--- src/rtl/adc_sam_if.sv ---
// Request/result bundle between adc_sam and its consumer.
interface adc_sam_if;
    logic       sam_start;
    logic [7:0] dout;
    logic       sam_end;
    logic       busy;

    modport master (
        output sam_start,
        input  dout,
        input  sam_end,
        input  busy
    );

    modport slave (
        input  sam_start,
        output dout,
        output sam_end,
        output busy
    );
endinterface

--- src/rtl/adc_sam.sv ---
// Serial front end for an 8-bit TLC549-class ADC.
// Define ADC_SAM_FLUSH_EN to discard the first frame after reset.
module adc_sam #(
    parameter int CLK_DIV   = 25,
    parameter int CS_SETUP  = 70,
    parameter int CONV_WAIT = 850
) (
    input  logic      s_clk,
    input  logic      s_rst,
    adc_sam_if.slave  sam,
    input  logic      adc_sdo,
    output logic      adc_cs_n,
    output logic      adc_sclk
);

    localparam int M1   = (CLK_DIV > CS_SETUP) ? CLK_DIV : CS_SETUP;
    localparam int MAXC = (M1 > CONV_WAIT) ? M1 : CONV_WAIT;
    localparam int CW   = $clog2(MAXC + 1);

`ifdef ADC_SAM_FLUSH_EN
    localparam logic FLUSH_EN = 1'b1;
`else
    localparam logic FLUSH_EN = 1'b0;
`endif

    typedef enum logic [1:0] {
        IDLE,
        SETUP,
        SHIFT,
        CONV
    } state_t;

    state_t        state;
    logic [CW-1:0] cnt;
    logic [3:0]    hp;
    logic [7:0]    sr;
    logic [7:0]    dout_r;
    logic          end_r;
    logic          busy_r;
    logic          flush;
    logic          sdo_q1;
    logic          sdo_s;

    assign sam.dout    = dout_r;
    assign sam.sam_end = end_r;
    assign sam.busy    = busy_r;

    always_ff @(posedge s_clk) begin
        sdo_q1 <= adc_sdo;
        sdo_s  <= sdo_q1;
    end

    always_ff @(posedge s_clk) begin
        if (s_rst) begin
            state    <= IDLE;
            cnt      <= '0;
            hp       <= '0;
            sr       <= '0;
            adc_cs_n <= 1'b1;
            adc_sclk <= 1'b0;
            dout_r   <= '0;
            end_r    <= 1'b0;
            busy_r   <= 1'b0;
            flush    <= FLUSH_EN;
        end else begin
            end_r <= 1'b0;
            unique case (state)
                IDLE: begin
                    if (sam.sam_start) begin
                        state    <= SETUP;
                        cnt      <= '0;
                        adc_cs_n <= 1'b0;
                        busy_r   <= 1'b1;
                    end
                end
                SETUP: begin
                    if (cnt == CW'(CS_SETUP - 1)) begin
                        state <= SHIFT;
                        cnt   <= '0;
                        hp    <= '0;
                    end else begin
                        cnt <= cnt + 1'b1;
                    end
                end
                SHIFT: begin
                    if (cnt == CW'(CLK_DIV - 1)) begin
                        cnt      <= '0;
                        hp       <= hp + 1'b1;
                        adc_sclk <= ~adc_sclk;
                        if (adc_sclk) begin
                            sr <= {sr[6:0], sdo_s};
                        end
                        // odd half-phase 15 is the 8th high phase
                        if (hp == 4'd15) begin
                            state    <= CONV;
                            adc_cs_n <= 1'b1;
                            adc_sclk <= 1'b0;
                            if (!flush) begin
                                dout_r <= {sr[6:0], sdo_s};
                                end_r  <= 1'b1;
                            end
                        end
                    end else begin
                        cnt <= cnt + 1'b1;
                    end
                end
                CONV: begin
                    if (cnt == CW'(CONV_WAIT - 1)) begin
                        cnt <= '0;
                        if (flush) begin
                            flush    <= 1'b0;
                            state    <= SETUP;
                            adc_cs_n <= 1'b0;
                        end else begin
                            state  <= IDLE;
                            busy_r <= 1'b0;
                        end
                    end else begin
                        cnt <= cnt + 1'b1;
                    end
                end
                default: state <= IDLE;
            endcase
        end
    end

endmodule

--- src/flat_wrapper.sv ---
// flat-port wrapper written by rule: the top's interface ports become plain ports
module adc_sam_flat 
#(
    parameter int CLK_DIV   = 25,
    parameter int CS_SETUP  = 70,
    parameter int CONV_WAIT = 850
)
  (s_clk, s_rst, adc_sdo, adc_cs_n, adc_sclk, sam_sam_start, sam_dout, sam_sam_end, sam_busy);
  adc_sam_if sam_i ();
  input  logic s_clk;
  input  logic s_rst;
  input  logic adc_sdo;
  output logic adc_cs_n;
  output logic adc_sclk;
  input wire logic [$bits(sam_i.sam_start)-1:0] sam_sam_start;
  output wire logic [$bits(sam_i.dout)-1:0] sam_dout;
  output wire logic [$bits(sam_i.sam_end)-1:0] sam_sam_end;
  output wire logic [$bits(sam_i.busy)-1:0] sam_busy;
  assign sam_i.sam_start = sam_sam_start;
  assign sam_dout = sam_i.dout;
  assign sam_sam_end = sam_i.sam_end;
  assign sam_busy = sam_i.busy;
  adc_sam #(.CLK_DIV(CLK_DIV), .CS_SETUP(CS_SETUP), .CONV_WAIT(CONV_WAIT)) u_core (.s_clk(s_clk), .s_rst(s_rst), .sam(sam_i), .adc_sdo(adc_sdo), .adc_cs_n(adc_cs_n), .adc_sclk(adc_sclk));
endmodule
--- config.mk ---
export PLATFORM = sky130hd
export DESIGN_NAME = adc_sam_flat
export DESIGN_NICKNAME = d
export VERILOG_FILES = /design/src/rtl/adc_sam_if.sv /design/src/rtl/adc_sam.sv /design/src/flat_wrapper.sv
export SDC_FILE = /design/constraint.sdc
export NUM_CORES = 1
export LEC_CHECK = 0
export BUFFER_PORTS_ARGS = -buffer_cell sky130_fd_sc_hd__buf_4
export CAP_MARGIN = 15
export CORE_ASPECT_RATIO = 0.9
export CORE_MARGIN = 5
export CORE_UTILIZATION = 25
export CTS_BUF_LIST = sky130_fd_sc_hd__clkbuf_4
export DETAILED_ROUTE_END_ITERATION = 16
export SKIP_LAST_GASP = 1
export SYNTH_ARGS = -nofsm -noshare
export SYNTH_HDL_FRONTEND = slang
export SYNTH_SLANG_ARGS = --single-unit
export TNS_END_PERCENT = 5
--- constraint.sdc ---
create_clock -name s_clk -period 1.7 [get_ports s_clk]
set_input_delay 0.255 -clock s_clk [delete_from_list [all_inputs] [get_ports s_clk]]
set_output_delay 0.255 -clock s_clk [all_outputs]
set_load 0.1 [all_outputs]
==> results.json <==
{
  "status": "complete, but fails checks",
  "failed_checks": "setup timing",
  "gp_congestion": 0.809,
  "holdPathStages": 2,
  "syn-num-nets": 221,
  "clk-insertion-delay-late_ns": 0.34,
  "maxCapViolations": 0,
  "path_clk_slew_ns": 0.12,
  "cp_max_fo": 3,
  "powerDensity_nw_per_um2": 1110,
  "die_w_um": 100,
  "grt_use_total_pct": 9.80,
  "netlist_instances": 207,
  "routedWlPerCell_um": 12.1,
  "drcViolationCount": 0,
  "rsz0062_at_grt": "true",
  "critPathKind": "reg2reg",
  "cp.required_ns": 1.93,
  "firstDrtPassIters": 4,
  "gr-total-overflow": 0,
  "finalNonFillerCells": 356,
  "drive_gt1_share_pct": 31.3,
  "syn_area_per_cell_um2": 8.84,
  "htreeDepth": 2,
  "r2r_setup_slack_ns": -0.08,
  "cts_tree": "done",
  "cts_sinks": 37,
  "antenna_found_initial": 1,
  "max_freq_ghz": 0.562,
  "die_y_um": 91.2,
  "clk_path_buf_depth": 2,
  "min_period_ns": 1.78,
  "slew_viol_final": 0,
  "arrival_ns": 2.01,
  "syn_area_um2": 1830,
  "detail-route-antenna-nets": 0,
  "skew_ns": 0.0209,
  "finalPower_mw": 2.81,
  "ir_worst_vdd_v": 0.000838,
  "fp.dieArea_um2": 9130,
  "yosys_warnings": 0,
  "rows": 29,
  "cts_made_buffers": 5,
  "p_leak_nw": 0.955,
  "grt_max_degree": 29,
  "ys_ff_latch": 37,
  "synth_top_area_cell": "dfxtp_1",
  "dp_hpwl_um": 3160,
  "start_util_pct": 25.9,
  "io_pins": 16,
  "synth_area_leaders": "dfxtp_1 40%, ha_1 6.8%, a21oi_1 6.6%, nand3_1 5.5%, o21ai_0 4.1%",
  "synth-seq-area-share_pct": 40.5,
  "period_share_pct": 105,
  "hold_class": "in2reg",
  "finalWirelength_um": 4320,
  "area_growth_pct": 38.4,
  "core_um2": 7080,
  "hold_viol_final": 0,
  "yosysUniqueCellTypes": 42,
  "relSlewSlack_pct": 75.5,
  "place_ws_ns": -0.0926,
  "synth_top_area_share_pct": 40.5,
  "port_buffers": 15,
  "vias": 1674,
  "r2r_cells": 8,
  "worst_pin_slew_ns": 0.366,
  "fin_ws_ns": -0.0793,
  "drt-initial-drc-count": 40,
  "nets": 275,
  "start_kind": "register",
  "clockRootBuffer": "clkbuf_4",
  "grt_pass1_vias": 1562,
  "grt_pass1_wl_um": 7380,
  "end_kind": "register",
  "finalSetupViolCount": 12,
  "dpl.cell_count": 343,
  "vias_per_cell": 4.70
}
-- path summary, 6_finish.rpt --
kind,startpoint,end
max,u_core.cnt[1]$_SDFFE_PP0N_,u_core.state[1]$_SDFFE_PP0P_
min,s_rst,u_core.sam.busy$_SDFFE_PP0P_
max reg2reg,u_core.cnt[1]$_SDFFE_PP0N_,u_core.state[1]$_SDFFE_PP0P_
min reg2reg,u_core.sdo_q1$_DFF_P_,u_core.sdo_s$_DFF_P_
-- registers in the layout, summed over array words and instances (netlist names) --
name	count
u_core.state	2
u_core.sdo_q1	1
u_core.cnt	10
u_core.sam.busy	1
u_core.adc_cs_n	1
u_core.sam.dout	8
u_core.sr	7
u_core.hp	4
u_core.adc_sclk	1
u_core.sdo_s	1
u_core.sam.sam_end	1
-- power by group --
| part | internal [mW] | switching, mW | leakage, nW |
|---|---|---|---|
| registers | 0.924 | 0.0365 | 0.303 |
| clock network | 0.305 | 0.305 | 0.0389 |
| logic | 0.572 | 0.671 | 0.613 |
-- Yosys cell counts (all sizes together) --
library cell	count
nor4	6
a21o	1
o31ai	2
nand2b	5
nor3	3
a2111o	1
nor4b	4
a31oi	3
and4b	1
buf	5
nor4bb	1
a21oi	24
nand3	20
a221oi	1
xor2	2
dfxtp	37
a21boi	1
and4	1
a41oi	1
ha	10
mux2i	3
inv	10
o311ai	2
clkbuf	7
xnor2	5
and3	1
or4	2
nand3b	1
nor2	12
o41ai	2
and3b	1
nand4	6
nor2b	3
o21ai	15
nand2	8
-- critical path, stage by stage (launching register included) --
cell and delay [ns]:
dfxtp_2 0.34, inv_2 0.07, ha_4 0.12, nor4b_4 0.21
buf_4 0.18, a31oi_4 0.08, a2111o_1 0.44, buf_6 0.14
mux2i_1 0.10
-- per-stage QoR --
stage | cell area (µm²) | TNS (ns) | hold slack, ns | utilization (%)
after floorplan | 1860 | -0.619 | 0.283 | -
after global placement | 2360 | -1.32 | 0.315 | 33.4
after detailed placement | 2360 | -1.03 | 0.318 | 33.4
after CTS | 2500 | -0.243 | 0.00404 | 35.4
after global routing | 2530 | -2.12 | 0.269 | 35.8
final | 2530 | -0.263 | 0.274 | 35.8
-- cell type report --
type / instances / area (µm²)
Fill cell: 749 / 4540
Multi-Input combinational cell: 148 / 1070
Sequential cell: 37 / 749
Timing Repair Buffer: 59 / 474
Tap cell: 93 / 116
Clock inverter: 3 / 41.3
Clock buffer: 5 / 37.5
Inverter: 10 / 37.5
Antenna cell: 1 / 2.50
-- cells by family (layout without fill, tap and decap cells) --
kind of cell,Yosys count,count (layout),share of synthesized area [%]
flops,37,37,40.5
simple gates,75,75,24.3
fa+ha+maj,10,10,6.84
other cells,0,1,0
mux,3,3,1.64
xor+xnor,7,7,3.35
buf+inv,22,77,4.86
compound gates,53,53,18.5
-- cells in the final DEF (no fill, tap or decap), drive strengths merged, types with 4 or more instances in the layout --
cell    instances
clkbuf          5
nor2           12
nand2           8
buf            58
a21oi          24
dfxtp          37
inv            10
ha             10
nand4           6
nand3          20
nor4b           4
nor4            6
nand2b          5
o21ai          15
xnor2           5
-- what timing repair did --
action	4_1_cts	5_1_grt
endpoints found under the setup margin	16	30
resized for setup	9	2
setup buffers	2	1
endpoints found under the hold margin	0	1
hold buffers	0	1
gates cloned	0	0
pin swaps	3	3
-- routing by layer --
metal	global-route usage [%]	vias up	routed length [µm]
li1	-	864	-
met1	13.6	782	2200
met2	14.8	26	1890
met3	2.30	2	172
met4	3.37	0	55
met5	0	-	0
Power figures use the tool's default switching activity.
